File: src/rtl/led_frame_shifter_if.sv
// Frame handshake between the frame register (master) and led_frame_shifter (slave).
interface led_frame_shifter_if #(
    parameter int WIDTH = 30
) ();
    logic             in_val;
    logic             in_rdy;
    logic [WIDTH-1:0] in_data;

    modport master (
        output in_val,
        output in_data,
        input  in_rdy
    );

    modport slave (
        input  in_val,
        input  in_data,
        output in_rdy
    );
endinterface

File: src/rtl/led_frame_shifter.sv
// LED frame serializer: accepts a WIDTH-bit frame, shifts it out MSB-first on a
// divided serial clock, then pulses latch for LATCH_CYCLES clk cycles.
module led_frame_shifter #(
    parameter int WIDTH        = 30,
    parameter int CLK_DIV      = 4,
    parameter int LATCH_CYCLES = 2
) (
    input  logic                clk,
    input  logic                rst,
    led_frame_shifter_if.slave  bus,
    output logic                sclk,
    output logic                sdo,
    output logic                latch,
    output logic                busy
);

    localparam int BIT_W = $clog2(WIDTH + 1);
    localparam int DIV_W = (CLK_DIV > 1) ? $clog2(CLK_DIV) : 1;
    localparam int LAT_W = (LATCH_CYCLES > 1) ? $clog2(LATCH_CYCLES) : 1;

    localparam logic [BIT_W-1:0] BIT_FULL = BIT_W'(WIDTH);
    localparam logic [BIT_W-1:0] BIT_ONE  = BIT_W'(1);
    localparam logic [DIV_W-1:0] DIV_LAST = DIV_W'(CLK_DIV - 1);
    localparam logic [LAT_W-1:0] LAT_LAST = LAT_W'(LATCH_CYCLES - 1);

    typedef enum logic [1:0] {
        IDLE,
        SHIFT,
        LATCH
    } state_t;

    state_t           state,   state_n;
    logic [WIDTH-1:0] shreg,   shreg_n;
    logic [BIT_W-1:0] bit_cnt, bit_cnt_n;
    logic [DIV_W-1:0] div_cnt, div_cnt_n;
    logic             phase,   phase_n;     // 0: sclk-low half, 1: sclk-high half
    logic [LAT_W-1:0] lat_cnt, lat_cnt_n;

    // State and datapath registers; reset aborts any frame in progress.
    always_ff @(posedge clk) begin
        if (rst) begin
            state   <= IDLE;
            shreg   <= '0;
            bit_cnt <= '0;
            div_cnt <= '0;
            phase   <= 1'b0;
            lat_cnt <= '0;
        end else begin
            state   <= state_n;
            shreg   <= shreg_n;
            bit_cnt <= bit_cnt_n;
            div_cnt <= div_cnt_n;
            phase   <= phase_n;
            lat_cnt <= lat_cnt_n;
        end
    end

    // Next-state and datapath update: divider paces each half bit, shift on high-phase end.
    always_comb begin
        state_n   = state;
        shreg_n   = shreg;
        bit_cnt_n = bit_cnt;
        div_cnt_n = div_cnt;
        phase_n   = phase;
        lat_cnt_n = lat_cnt;
        unique case (state)
            IDLE: begin
                if (bus.in_val) begin
                    shreg_n   = bus.in_data;
                    bit_cnt_n = BIT_FULL;
                    div_cnt_n = '0;
                    phase_n   = 1'b0;
                    state_n   = SHIFT;
                end
            end
            SHIFT: begin
                if (div_cnt == DIV_LAST) begin
                    div_cnt_n = '0;
                    if (!phase) begin
                        phase_n = 1'b1;
                    end else begin
                        phase_n   = 1'b0;
                        shreg_n   = {shreg[WIDTH-2:0], 1'b0};
                        bit_cnt_n = bit_cnt - BIT_ONE;
                        if (bit_cnt == BIT_ONE) begin
                            lat_cnt_n = '0;
                            state_n   = LATCH;
                        end
                    end
                end else begin
                    div_cnt_n = div_cnt + DIV_W'(1);
                end
            end
            LATCH: begin
                if (lat_cnt == LAT_LAST) begin
                    state_n = IDLE;
                end else begin
                    lat_cnt_n = lat_cnt + LAT_W'(1);
                end
            end
            default: state_n = IDLE;
        endcase
    end

    // Outputs decoded from registered state only.
    assign bus.in_rdy = (state == IDLE);
    assign busy       = (state != IDLE);
    assign sclk       = (state == SHIFT) && phase;
    assign sdo        = (state == SHIFT) ? shreg[WIDTH-1] : 1'b0;
    assign latch      = (state == LATCH);

endmodule

File: src/flat_wrapper.sv
// flat-port wrapper written by rule: the top's interface ports become plain ports
module led_frame_shifter_flat 
#(
    parameter int WIDTH        = 30,
    parameter int CLK_DIV      = 4,
    parameter int LATCH_CYCLES = 2
)
  (clk, rst, sclk, sdo, latch, busy, bus_in_val, bus_in_data, bus_in_rdy);
  led_frame_shifter_if #(.WIDTH(WIDTH)) bus_i ();
  input  logic clk;
  input  logic rst;
  output logic sclk;
  output logic sdo;
  output logic latch;
  output logic busy;
  input wire logic [$bits(bus_i.in_val)-1:0] bus_in_val;
  input wire logic [$bits(bus_i.in_data)-1:0] bus_in_data;
  output wire logic [$bits(bus_i.in_rdy)-1:0] bus_in_rdy;
  assign bus_i.in_val = bus_in_val;
  assign bus_i.in_data = bus_in_data;
  assign bus_in_rdy = bus_i.in_rdy;
  led_frame_shifter #(.WIDTH(WIDTH), .CLK_DIV(CLK_DIV), .LATCH_CYCLES(LATCH_CYCLES)) u_core (.clk(clk), .rst(rst), .bus(bus_i), .sclk(sclk), .sdo(sdo), .latch(latch), .busy(busy));
endmodule
File: config.mk
export PLATFORM = sky130hd
export DESIGN_NAME = led_frame_shifter_flat
export DESIGN_NICKNAME = d
export VERILOG_FILES = /design/src/rtl/led_frame_shifter_if.sv /design/src/rtl/led_frame_shifter.sv /design/src/flat_wrapper.sv
export SDC_FILE = /design/constraint.sdc
export NUM_CORES = 1
export LEC_CHECK = 0
export BUFFER_PORTS_ARGS = -buffer_cell sky130_fd_sc_hd__buf_2
export CORE_MARGIN = 4
export CORE_UTILIZATION = 25
export CTS_CLUSTER_SIZE = 8
export DETAILED_ROUTE_END_ITERATION = 12
export GPL_TIMING_DRIVEN = 0
export SYNTH_ARGS = -nofsm -noshare
export SYNTH_HDL_FRONTEND = slang
export SYNTH_SLANG_ARGS = --single-unit
File: constraint.sdc
create_clock -name clk -period 1.5 [get_ports clk]
set_input_delay 0.375 -clock clk [delete_from_list [all_inputs] [get_ports clk]]
set_output_delay 0.375 -clock clk [all_outputs]
set_load 0.02 [all_outputs]
==> Implementation_results.wiki <==
{| class="wikitable"
! Metric !! Value
|-
| DRC violations left || 0
|-
| Die width || 101 um
|-
| Skew-Pair Late Insertion Delay || ~0.3 ns
|-
| Vias in the first global route || 1946
|-
| CTS root buf || clkbuf_8
|-
| Transition at the pin with the smallest max-transition slack || 0.757 ns
|-
| Sequential share of the synthesized area || 0.380
|-
| Number of antenna violations at the first check in global routing || 0
|-
| Achievable Freq || between 500 and 600 MHz
|-
| Data required time at the worst endpoint || approximately 1.1 ns
|-
| Area delta synth->final || 39.9%
|-
| Type of destination of the critical path || primary output
|-
| Number of cells in the finished layout apart from fillers || about 410
|-
| Post-synthesis register bit count || ~40
|-
| Max Root-Sink Buffers || 2
|-
| Maximum number of pins on one net before global-route repair || 15
|-
| Hold-fix buffers, CTS || 0
|-
| Max FO, Critical Path || 7
|-
| Num ports || 38
|-
| Ordered list of cells on the worst path || buf_6, buf_4, or2_4, inv_2, buf_6
|-
| Worst clock skew on the final layout || between 0.01 and 0.015 ns
|-
| Depth of the CTS H-tree || 2
|-
| Effective utilization at floorplan || 0.260
|-
| Post-synth top area share || 0.380
|-
| Number of distinct library cells after synthesis || 34
|-
| EDFF count, synth || 0
|-
| Placed Cells || 384
|-
| Synth Net Count || ~280
|-
| Cells after Synth || 243
|-
| Ratio of routed vias to standard cells || 4.86
|-
| First-pass GRT wire length || 9.34 mm
|-
| Antenna-violating nets left || 0
|-
| Start-to-end type of the worst setup path || reg -> out
|-
| Outcome || finished with violations
|-
| WP data arrival || approximately 1.3 ns
|-
| IR Drop Worst-Case VDD || about 0.00056 V
|-
| Ys Warns || 0
|-
| Initial DRT Pass Iterations || 4
|-
| Leading cell types by total area after synthesis || dfxtp_1 38%, a311oi_2 19%, nand2_1 11%
|-
| Pre-CTS worst setup slack || -0.290 ns
|-
| Final setup viols || 34
|-
| Post-route minimum period || 1.67 ns
|-
| Buffers plus inverters on the worst setup path || 4
|-
| Slowest-stage cell, CP || dfxtp_2
|-
| HPWL after DPL || ~3.9 mm
|-
| Site row count || 33
|-
| Crit start category || flip-flop
|-
| Worst slew margin || 0.495
|-
| Cell area after synthesis || approximately 2200 um^2
|-
| Die Y || ~100 um
|-
| Layout net count || ~340
|-
| Clock-pin slew of the registers on the worst-case setup and hold paths || roughly 0.09 ns
|-
| Kind of cell adding the most delay to the critical path || buffers and inverters
|-
| TritonCTS clock tree || yes
|-
| Cell area power density || 902 nW/um^2
|-
| Count of clock tree sinks || between 40 and 50
|-
| Cell repeated most along the worst path || buf_6
|-
| Post-Synthesis Mean Instance Area || 8.89 um^2
|-
| Placeable core area || a little over 8000 um^2
|-
| Static Leakage || 1.16 nW
|-
| Iteration-0 DRC Markers || slightly above 100
|-
| Die Outline Area || 10200 um^2
|-
| Final Wtd Congestion || between 0.7 and 0.8
|-
| Library cell with the largest summed area after synthesis || dfxtp_1
|-
| Global Route Usage Sum || 0.112
|-
| Total congestion overflow || 0
|-
| Setup repair after global routing missed its margin || true
|-
| Total wire length after detailed routing || 6.01 mm
|-
| Violated checks || negative setup slack
|-
| Final Max Slew Viols || 0
|-
| PortBufs || 36
|-
| Fraction of layout instances using a drive strength above 1 || 0.425
|-
| Number of violations of the max-capacitance limit || 0
|-
| Primary FF master, synth || dfxtp_1
|-
| Worst hold path class || in -> reg
|-
| Vias after detailed routing || about 2000
|-
| Drt wl/cell || approximately 15 um
|-
| Final cycle utilization of the critical path || 1.11
|-
| Number of diodes || 0
|-
| Fraction of synthesis flops using an asynchronous set or reset pin || 0
|-
| Endpoints failing hold || 0
|-
| Least setup slack across all paths after layout || -0.170 ns
|-
| Largest stage delay, worst path || ~0.33 ns
|-
| Num CTS Buffers || 5
|}
## where the power goes
part           switching, W  internal (W)
sequential        0.0000508       0.00117
combinational      0.000294      0.000308
clock              0.000406      0.000498
total              0.000750       0.00198
## worst paths after layout
kind | from | to | slack, ns | cells past startpoint
min reg2reg | u_core.shreg[17]$_SDFFE_PP0P_ | u_core.shreg[18]$_SDFFE_PP0P_ | 0.50 | 2
min | bus_in_data[18] | u_core.shreg[18]$_SDFFE_PP0P_ | 0.36 | 3
max reg2reg | u_core.state[0]$_SDFFE_PP0P_ | u_core.shreg[7]$_SDFFE_PP0P_ | -0.15 | 8
max | u_core.state[1]$_SDFFE_PP0P_ | bus_in_rdy | -0.17 | 5
## per-stage QoR
step / area (um^2) / power, W / TNS (ns) / hold slack, ns / utilization
4_1_cts: 2790 / 0.00267 / -0.863 / 0.352 / 0.336
3_5_place_dp: 2470 / 0.00171 / -4.54 / 0.479 / 0.298
6_report: 3020 / 0.00273 / -3.09 / 0.356 / 0.364
3_3_place_gp: 2470 / 0.00170 / -4.42 / 0.470 / 0.298
2_1_floorplan: 2160 / 0.00158 / 0 / 0.461 / -
5_1_grt: 3020 / 0.00286 / -5.40 / 0.353 / 0.364
## layer usage
metal / share of wire / global-route usage / wire, um
met1: 0.47 / 0.150 / 2830
met2: 0.47 / 0.181 / 2850
met3: 0.039 / 0.0221 / 237
met4: 0.015 / 0.0378 / 88
met5: 0 / 0 / 0
## cell families (layout without fill, tap and decap cells)
| family | Yosys count | count (layout) | synth area share |
|---|---|---|---|
| and+or+nand+nor | 126 | 126 | 0.276 |
| AOI/OAI and AO/OA | 45 | 45 | 0.247 |
| DFF | 41 | 41 | 0.380 |
| buffers and inverters | 28 | 93 | 0.0793 |
| adders and majority gates | 3 | 3 | 0.0174 |
## sequential cells by signal (all words and copies together) (netlist names)
register and cells:
u_core.bit_cnt 5, u_core.phase 1, u_core.state 2, u_core.shreg 30
u_core.lat_cnt 1, u_core.div_cnt 2
## cells in the final DEF (no fill, tap or decap), types with 5 or more instances in the layout
cell type,count
buf_4,15
clkbuf_8,5
nor2_1,5
buf_2,31
buf_6,16
a311oi_2,28
buf_8,5
nand2_1,63
clkbuf_16,5
dfxtp_1,37
nor3_1,32
## worst register-to-register path: cells and delay by family (launching register included)
family | cells | cell delay, ns
AND/OR/NAND/NOR | 2 | 0.35
buffers and inverters | 5 | 0.65
AO/OA/AOI/OAI | 1 | 0.21
flip-flops | 1 | 0.33
## Yosys cell counts (all sizes together), types with 2 or more instances
library cell,count
nor3b,2
a31oi,2
o21ai,2
buf,18
nand2b,3
and2,2
nor4,3
nor2b,3
ha,3
nor3,36
inv,4
or2,2
a21oi,4
a311oi,30
nand2,64
a211oi,2
nor2,5
a22oi,2
clkbuf,6
dfxtp,41
## layout make-up
type                    count  area [um^2]
well taps                 105          131
plain buffers              23          223
fillers                   826         5280
repair buffers             58          484
inverters                   4         15.0
flip-flops and latches     41          826
multi-input cells         174         1230
clock buffers               5         68.8
clock inverters             3         46.3
## timing repair
| action | 4_1_cts | 5_1_grt |
|---|---|---|
| setup buffers | 9 | 9 |
| cloned | 0 | 5 |
| resized for setup | 42 | 17 |
| endpoints found under the setup margin | 38 | 35 |
| pin swaps | 4 | 18 |
No activity file was read; power rests on OpenSTA's default activity.
